## config.mk

```make
export PLATFORM = sky130hd
export DESIGN_NAME = calc_sequencer_flat
export DESIGN_NICKNAME = d
export VERILOG_FILES = /design/src/rtl/calc_sequencer_if.sv /design/src/rtl/calc_sequencer.sv /design/src/flat_wrapper.sv
export SDC_FILE = /design/constraint.sdc
export NUM_CORES = 1
export LEC_CHECK = 0
export BUFFER_PORTS_ARGS = -buffer_cell sky130_fd_sc_hd__buf_2
export CAP_MARGIN = 20
export CORE_AREA = 2 2 76 93
export DETAILED_ROUTE_END_ITERATION = 6
export DIE_AREA = 0 0 78 95
export PLACE_DENSITY = 0.82
export SETUP_SLACK_MARGIN = 0.15
export SLEW_MARGIN = 20
export SYNTH_ARGS = -nofsm -noshare
export SYNTH_HDL_FRONTEND = slang
export SYNTH_SLANG_ARGS = --single-unit
```

## constraint.sdc

```tcl
create_clock -name clock -period 1.9 [get_ports clock]
set_input_delay 0.095 -clock clock [delete_from_list [all_inputs] [get_ports clock]]
set_output_delay 0.095 -clock clock [all_outputs]
set_load 0.05 [all_outputs]
```

## src/rtl/calc_sequencer_if.sv

```systemverilog
// Signal bundle between calc_sequencer and the keyboard, assembler, RAM and CPU.
// master is the sequencer side; slave is the surrounding system.
interface calc_sequencer_if;
  logic        go;
  logic [7:0]  operator_code;
  logic [7:0]  operand_1;
  logic [7:0]  operand_2;
  logic        asm_enable;
  logic [15:0] asm_out;
  logic [15:0] asm_addr;
  logic        mem_we;
  logic [7:0]  mem_addr;
  logic [15:0] mem_wdata;
  logic [15:0] mem_rdata;
  logic        cpu_reset_n;
  logic        cpu_start;
  logic        cpu_halt;
  logic        busy;
  logic        done;
  logic        error;
  logic [15:0] result;

  modport master (
    input  go, operator_code, operand_1, operand_2, asm_out, asm_addr, mem_rdata, cpu_halt,
    output asm_enable, mem_we, mem_addr, mem_wdata, cpu_reset_n, cpu_start, busy, done, error, result
  );

  modport slave (
    output go, operator_code, operand_1, operand_2, asm_out, asm_addr, mem_rdata, cpu_halt,
    input  asm_enable, mem_we, mem_addr, mem_wdata, cpu_reset_n, cpu_start, busy, done, error, result
  );
endinterface

```

## src/rtl/calc_sequencer.sv

```systemverilog
// Run sequencer for the keyboard calculator: copies the assembled program into RAM,
// inserts the operands, runs the CPU until halt and captures the result word.
module calc_sequencer #(
  parameter int PROG_LEN = 16,
  parameter int OPA_ADDR = 9,
  parameter int OPB_ADDR = 10,
  parameter int RES_ADDR = 15,
  parameter int TIMEOUT  = 1023
) (
  input  logic             clock,
  input  logic             reset_n,
  calc_sequencer_if.master bus
);
  typedef enum logic [3:0] {
    IDLE, LOAD, WR_A, WR_B, START, WAIT, READ, CAPTURE, DONE, ERROR
  } state_t;

  localparam logic [4:0] LOAD_LAST = 5'(PROG_LEN - 1);
  localparam logic [9:0] WAIT_LAST = 10'(TIMEOUT - 1);

  state_t      state_reg, state_next;
  logic [4:0]  load_cnt_reg, load_cnt_next;
  logic [9:0]  wait_cnt_reg, wait_cnt_next;
  logic [7:0]  opa_reg, opa_next;
  logic [7:0]  opb_reg, opb_next;
  logic [15:0] result_reg, result_next;
  logic        op_valid;
  logic        unused_asm_addr;

  assign op_valid        = (bus.operator_code >= 8'd20) && (bus.operator_code <= 8'd23);
  assign unused_asm_addr = &{1'b0, bus.asm_addr[15:8]};
  assign bus.result      = result_reg;

  always_ff @(posedge clock) begin
    if (!reset_n) begin
      state_reg    <= IDLE;
      load_cnt_reg <= '0;
      wait_cnt_reg <= '0;
      opa_reg      <= '0;
      opb_reg      <= '0;
      result_reg   <= '0;
    end else begin
      state_reg    <= state_next;
      load_cnt_reg <= load_cnt_next;
      wait_cnt_reg <= wait_cnt_next;
      opa_reg      <= opa_next;
      opb_reg      <= opb_next;
      result_reg   <= result_next;
    end
  end

  always_comb begin
    state_next      = state_reg;
    load_cnt_next   = load_cnt_reg;
    wait_cnt_next   = wait_cnt_reg;
    opa_next        = opa_reg;
    opb_next        = opb_reg;
    result_next     = result_reg;
    bus.asm_enable  = 1'b0;
    bus.mem_we      = 1'b0;
    bus.mem_addr    = '0;
    bus.mem_wdata   = '0;
    bus.cpu_reset_n = 1'b0;
    bus.cpu_start   = 1'b0;
    bus.busy        = 1'b0;
    bus.done        = 1'b0;
    bus.error       = 1'b0;
    case (state_reg)
      IDLE, DONE, ERROR: begin
        bus.done        = (state_reg == DONE);
        bus.error       = (state_reg == ERROR);
        bus.cpu_reset_n = (state_reg == DONE);
        // Operands are frozen here so keyboard activity mid-run has no effect.
        if (bus.go) begin
          opa_next      = bus.operand_1;
          opb_next      = bus.operand_2;
          load_cnt_next = '0;
          state_next    = op_valid ? LOAD : ERROR;
        end
      end
      LOAD: begin
        bus.asm_enable = 1'b1;
        bus.mem_we     = 1'b1;
        bus.mem_addr   = bus.asm_addr[7:0];
        bus.mem_wdata  = bus.asm_out;
        bus.busy       = 1'b1;
        load_cnt_next  = load_cnt_reg + 5'd1;
        if (load_cnt_reg == LOAD_LAST) state_next = WR_A;
      end
      WR_A: begin
        bus.mem_we    = 1'b1;
        bus.mem_addr  = 8'(OPA_ADDR);
        bus.mem_wdata = {8'h00, opa_reg};
        bus.busy      = 1'b1;
        state_next    = WR_B;
      end
      WR_B: begin
        bus.mem_we    = 1'b1;
        bus.mem_addr  = 8'(OPB_ADDR);
        bus.mem_wdata = {8'h00, opb_reg};
        bus.busy      = 1'b1;
        state_next    = START;
      end
      START: begin
        bus.cpu_reset_n = 1'b1;
        bus.cpu_start   = 1'b1;
        bus.busy        = 1'b1;
        wait_cnt_next   = '0;
        state_next      = WAIT;
      end
      WAIT: begin
        bus.cpu_reset_n = 1'b1;
        bus.busy        = 1'b1;
        wait_cnt_next   = wait_cnt_reg + 10'd1;
        // Halt is checked first so a halt on the last allowed cycle still succeeds.
        if (bus.cpu_halt) state_next = READ;
        else if (wait_cnt_reg == WAIT_LAST) state_next = ERROR;
      end
      READ: begin
        bus.cpu_reset_n = 1'b1;
        bus.busy        = 1'b1;
        bus.mem_addr    = 8'(RES_ADDR);
        state_next      = CAPTURE;
      end
      CAPTURE: begin
        bus.cpu_reset_n = 1'b1;
        bus.busy        = 1'b1;
        result_next     = bus.mem_rdata;
        state_next      = DONE;
      end
      default: state_next = IDLE;
    endcase
  end
endmodule

```

## src/flat_wrapper.sv

```systemverilog
// flat-port wrapper written by rule: the top's interface ports become plain ports
module calc_sequencer_flat 
#(
  parameter int PROG_LEN = 16,
  parameter int OPA_ADDR = 9,
  parameter int OPB_ADDR = 10,
  parameter int RES_ADDR = 15,
  parameter int TIMEOUT  = 1023
)
  (clock, reset_n, bus_go, bus_operator_code, bus_operand_1, bus_operand_2, bus_asm_out, bus_asm_addr, bus_mem_rdata, bus_cpu_halt, bus_asm_enable, bus_mem_we, bus_mem_addr, bus_mem_wdata, bus_cpu_reset_n, bus_cpu_start, bus_busy, bus_done, bus_error, bus_result);
  calc_sequencer_if bus_i ();
  input  logic clock;
  input  logic reset_n;
  input wire logic [$bits(bus_i.go)-1:0] bus_go;
  input wire logic [$bits(bus_i.operator_code)-1:0] bus_operator_code;
  input wire logic [$bits(bus_i.operand_1)-1:0] bus_operand_1;
  input wire logic [$bits(bus_i.operand_2)-1:0] bus_operand_2;
  input wire logic [$bits(bus_i.asm_out)-1:0] bus_asm_out;
  input wire logic [$bits(bus_i.asm_addr)-1:0] bus_asm_addr;
  input wire logic [$bits(bus_i.mem_rdata)-1:0] bus_mem_rdata;
  input wire logic [$bits(bus_i.cpu_halt)-1:0] bus_cpu_halt;
  output wire logic [$bits(bus_i.asm_enable)-1:0] bus_asm_enable;
  output wire logic [$bits(bus_i.mem_we)-1:0] bus_mem_we;
  output wire logic [$bits(bus_i.mem_addr)-1:0] bus_mem_addr;
  output wire logic [$bits(bus_i.mem_wdata)-1:0] bus_mem_wdata;
  output wire logic [$bits(bus_i.cpu_reset_n)-1:0] bus_cpu_reset_n;
  output wire logic [$bits(bus_i.cpu_start)-1:0] bus_cpu_start;
  output wire logic [$bits(bus_i.busy)-1:0] bus_busy;
  output wire logic [$bits(bus_i.done)-1:0] bus_done;
  output wire logic [$bits(bus_i.error)-1:0] bus_error;
  output wire logic [$bits(bus_i.result)-1:0] bus_result;
  assign bus_i.go = bus_go;
  assign bus_i.operator_code = bus_operator_code;
  assign bus_i.operand_1 = bus_operand_1;
  assign bus_i.operand_2 = bus_operand_2;
  assign bus_i.asm_out = bus_asm_out;
  assign bus_i.asm_addr = bus_asm_addr;
  assign bus_i.mem_rdata = bus_mem_rdata;
  assign bus_i.cpu_halt = bus_cpu_halt;
  assign bus_asm_enable = bus_i.asm_enable;
  assign bus_mem_we = bus_i.mem_we;
  assign bus_mem_addr = bus_i.mem_addr;
  assign bus_mem_wdata = bus_i.mem_wdata;
  assign bus_cpu_reset_n = bus_i.cpu_reset_n;
  assign bus_cpu_start = bus_i.cpu_start;
  assign bus_busy = bus_i.busy;
  assign bus_done = bus_i.done;
  assign bus_error = bus_i.error;
  assign bus_result = bus_i.result;
  calc_sequencer #(.PROG_LEN(PROG_LEN), .OPA_ADDR(OPA_ADDR), .OPB_ADDR(OPB_ADDR), .RES_ADDR(RES_ADDR), .TIMEOUT(TIMEOUT)) u_core (.clock(clock), .reset_n(reset_n), .bus(bus_i));
endmodule
```

==> metrics <==
EDFF count, synth 0; Power Dens Cells 1170 nW/um2; CTS max path bufs 2; Total Power 4430 uW; ys flop type dfxtp_1; CP Data Required Time 1800 ps; # nets final 547; Overflow after GRT 0; chip height 95 um; max reg flops 16; yosys warns 0; worst path buffer plus inverter count 2; Sink Count 51; Reg2Reg Setup Slack 180 ps; drt pass-1 iters 4; Worst-Skew Late Latency 310 ps; period utilisation layout 93.2%; fin worst setup slack 129 ps; max-slew violations 0; Post-DRT Antenna Nets 0; Final Wtd Congestion 0.844; Root Buffer clkbuf_8; worst path cell trace or4b_4 > clkinv_8 > and2_2 > buf_8; post-synthesis sequential area ratio between 30% and 40%; Final Non-Filler Cells approximately 560; initial antenna violation count 0; CTS tree done; Setup crit start kind flop; crit path max fanout 14; Hold Path Class input port to flop; global-route wire length before repair 11.6 mm; Setup crit end bus_mem_wdata[12]; reg2reg start u_core.load_cnt_reg[1]; Initial Utilization 41.2%; vias 2,809; min Tclk post-route 1770 ps; number of global-route vias before repair ~2,600; Setup CP Type flop to primary output; remaining routing DRC violations 0; fmax 0.565 GHz; die area ~7400 um2; Clock H-tree levels 2; FF+latch count, synth 51; via/cell ratio between 5 and 6; net count after synthesis 430; Reg2Reg Depth 7; Avg Inst Size Synth just under 8 um2; drt first-iter violations 99; # port buffers 112; Leak Pwr 0.00164 uW; DR WL/cell approximately 13 um; cell depth of the worst setup path 4; max cap viols 0; run status finished clean; Worst setup EP type primary output; P&R area growth vs syn 39.7%; CP arrival 1680 ps; CORE AREA 6610 um2; Setup Skew 8.73 ps; commonest non-fill, non-tap cells in the layout buf_2 (88), nand2_1 (78), dfxtp_1 (45); clk slew on worst S/H paths 100 ps; total length of routed wires about 7.3 mm; Critical-path top delay cell or4b_4; Post-Synthesis Cell Area between 2000 and 3000 um2; placed instance count 540; Crit path max-delay family simple AND/OR/NAND/NOR gates; FFs w/ async S/R, synth 0%; Final setup viols 0; Worst-Margin Slew 431 ps; final hold viol count 0; Critical path origin u_core.state_reg[1]; Top-Level Pins between 100 and 150; Total Routing Usage GR roughly a fifth; Syn Inst Count 350; largest net degree at the start of global routing 20; Die X 78 um; Detail Placement HPWL 5.25 mm; Finished Core Util ~58%; slew margin rel. 71.2%; FF-to-FF End u_core.state_reg[3]; row count 33; fillers 628; worst slack, placed 51.6 ps; Yosys cell types 47; Diodes inserted 0; commonest non-fill, non-tap cell in the layout buf_2; largest stage delay on the critical path 570 ps; RSZ-0062 raised after global routing true; TritonCTS Buffers 5; fraction of layout cells with a size suffix above 1 41.0%; Max IR drop VDD about 0.0006 V
[cell usage after synthesis, types with 2 or more instances]
master     count  area, um2
o21ai_0        7       35.0
buf_2          8       40.0
o221a_2        3       33.8
or2_2          2       12.5
o211a_1        2       20.0
dfxtp_1       51       1020
and3_1         4       25.0
mux2i_1        8       80.1
inv_1          4       15.0
a21boi_1       3       22.5
nand2_1       78        293
nor3_1         6       30.0
nor4b_1        2       17.5
and2_1        14       87.6
buf_4          2       15.0
nand3_1        5       25.0
nand2b_1       4       25.0
a31oi_1        7       43.8
nand3b_1       3       22.5
o21ai_1        2       10.0
a21oi_1       25        125
and4_1         3       26.3
nor2b_1        9       56.3
ha_1           4       50.1
a21boi_0      27        203
nor3b_1        2       15.0
clkbuf_1       9       33.8
nor2_1        31        116
clkbuf_2       2       10.0
buf_6          4       45.0
nand4bb_1      2       22.5
or4b_1         2       20.0
[repair_timing]
item,CTS,global route
gates resized for setup,49,21
pin swaps,3,1
setup endpoints to repair,33,27
buffers inserted,5,2
hold buffers,0,0
[stage by stage]
step	cell area [um2]	TNS, ps	hold slack, ps
2_1_floorplan	2790	-61.2	230
4_1_cts	3700	0	8.56
3_5_place_dp	3440	0	348
3_3_place_gp	3440	0	342
5_1_grt	3800	0	9.53
6_report	3800	0	14.2
[worst reg2reg max path, cell delays in order (launching register included)]
cell and delay, ps:
dfxtp_4 370, ha_4 160, and3_4 150, ha_4 150
and3b_1 150, a2111o_1 390, a21oi_2 180, a311oi_1 60
[logic make-up after synthesis]
| family | synth area share [%] |
|---|---|
| buf+inv | 6.30 |
| simple gates | 30.4 |
| fa+ha+maj | 1.84 |
| compound gates | 21.0 |
| flops | 37.5 |
| mux | 2.94 |
[per-layer routing]
layer | global-route usage, % | part of all wire, % | routed length (um)
met5 | 0 | 0 | 0
met4 | 5.70 | 1.2 | 87
met3 | 2.96 | 4.3 | 313
met2 | 34.5 | 53 | 3870
met1 | 23.8 | 42 | 3040
[cell type report]
cell class | count | area [um2] | area share [%]
multi-input cells | 268 | 1640 | 43.2
flip-flops and latches | 51 | 1040 | 27.3
repair buffers | 136 | 891 | 23.4
well taps | 87 | 109 | 2.86
clock buffers | 5 | 68.8 | 1.81
inverters | 5 | 31.3 | 0.823
clock inverters | 3 | 22.5 | 0.592
[power breakdown]
group | total [uW] | switching [uW] | internal [uW]
sequential | 1300 | 112 | 1190
combinational | 2470 | 1590 | 883
clock | 660 | 393 | 268
total | 4430 | 2090 | 2340
[worst min path at each step]
stage / startpoint / end / slack, ps / cells after the start
6_report: bus_mem_rdata[10] / u_core.bus.result[10] / 10 / 3
5_1_grt: bus_operand_2[5] / u_core.opb_reg[5] / 10 / 3
4_1_cts: bus_mem_rdata[10] / u_core.bus.result[10] / 9 / 3
3_5_place_dp: bus_mem_rdata[10] / u_core.bus.result[10] / 350 / 3
3_3_place_gp: bus_mem_rdata[10] / u_core.bus.result[10] / 340 / 3
2_1_floorplan: bus_operand_2[5] / u_core.opb_reg[5] / 230 / 2
Note: power is estimated with default switching activity, not from simulation.
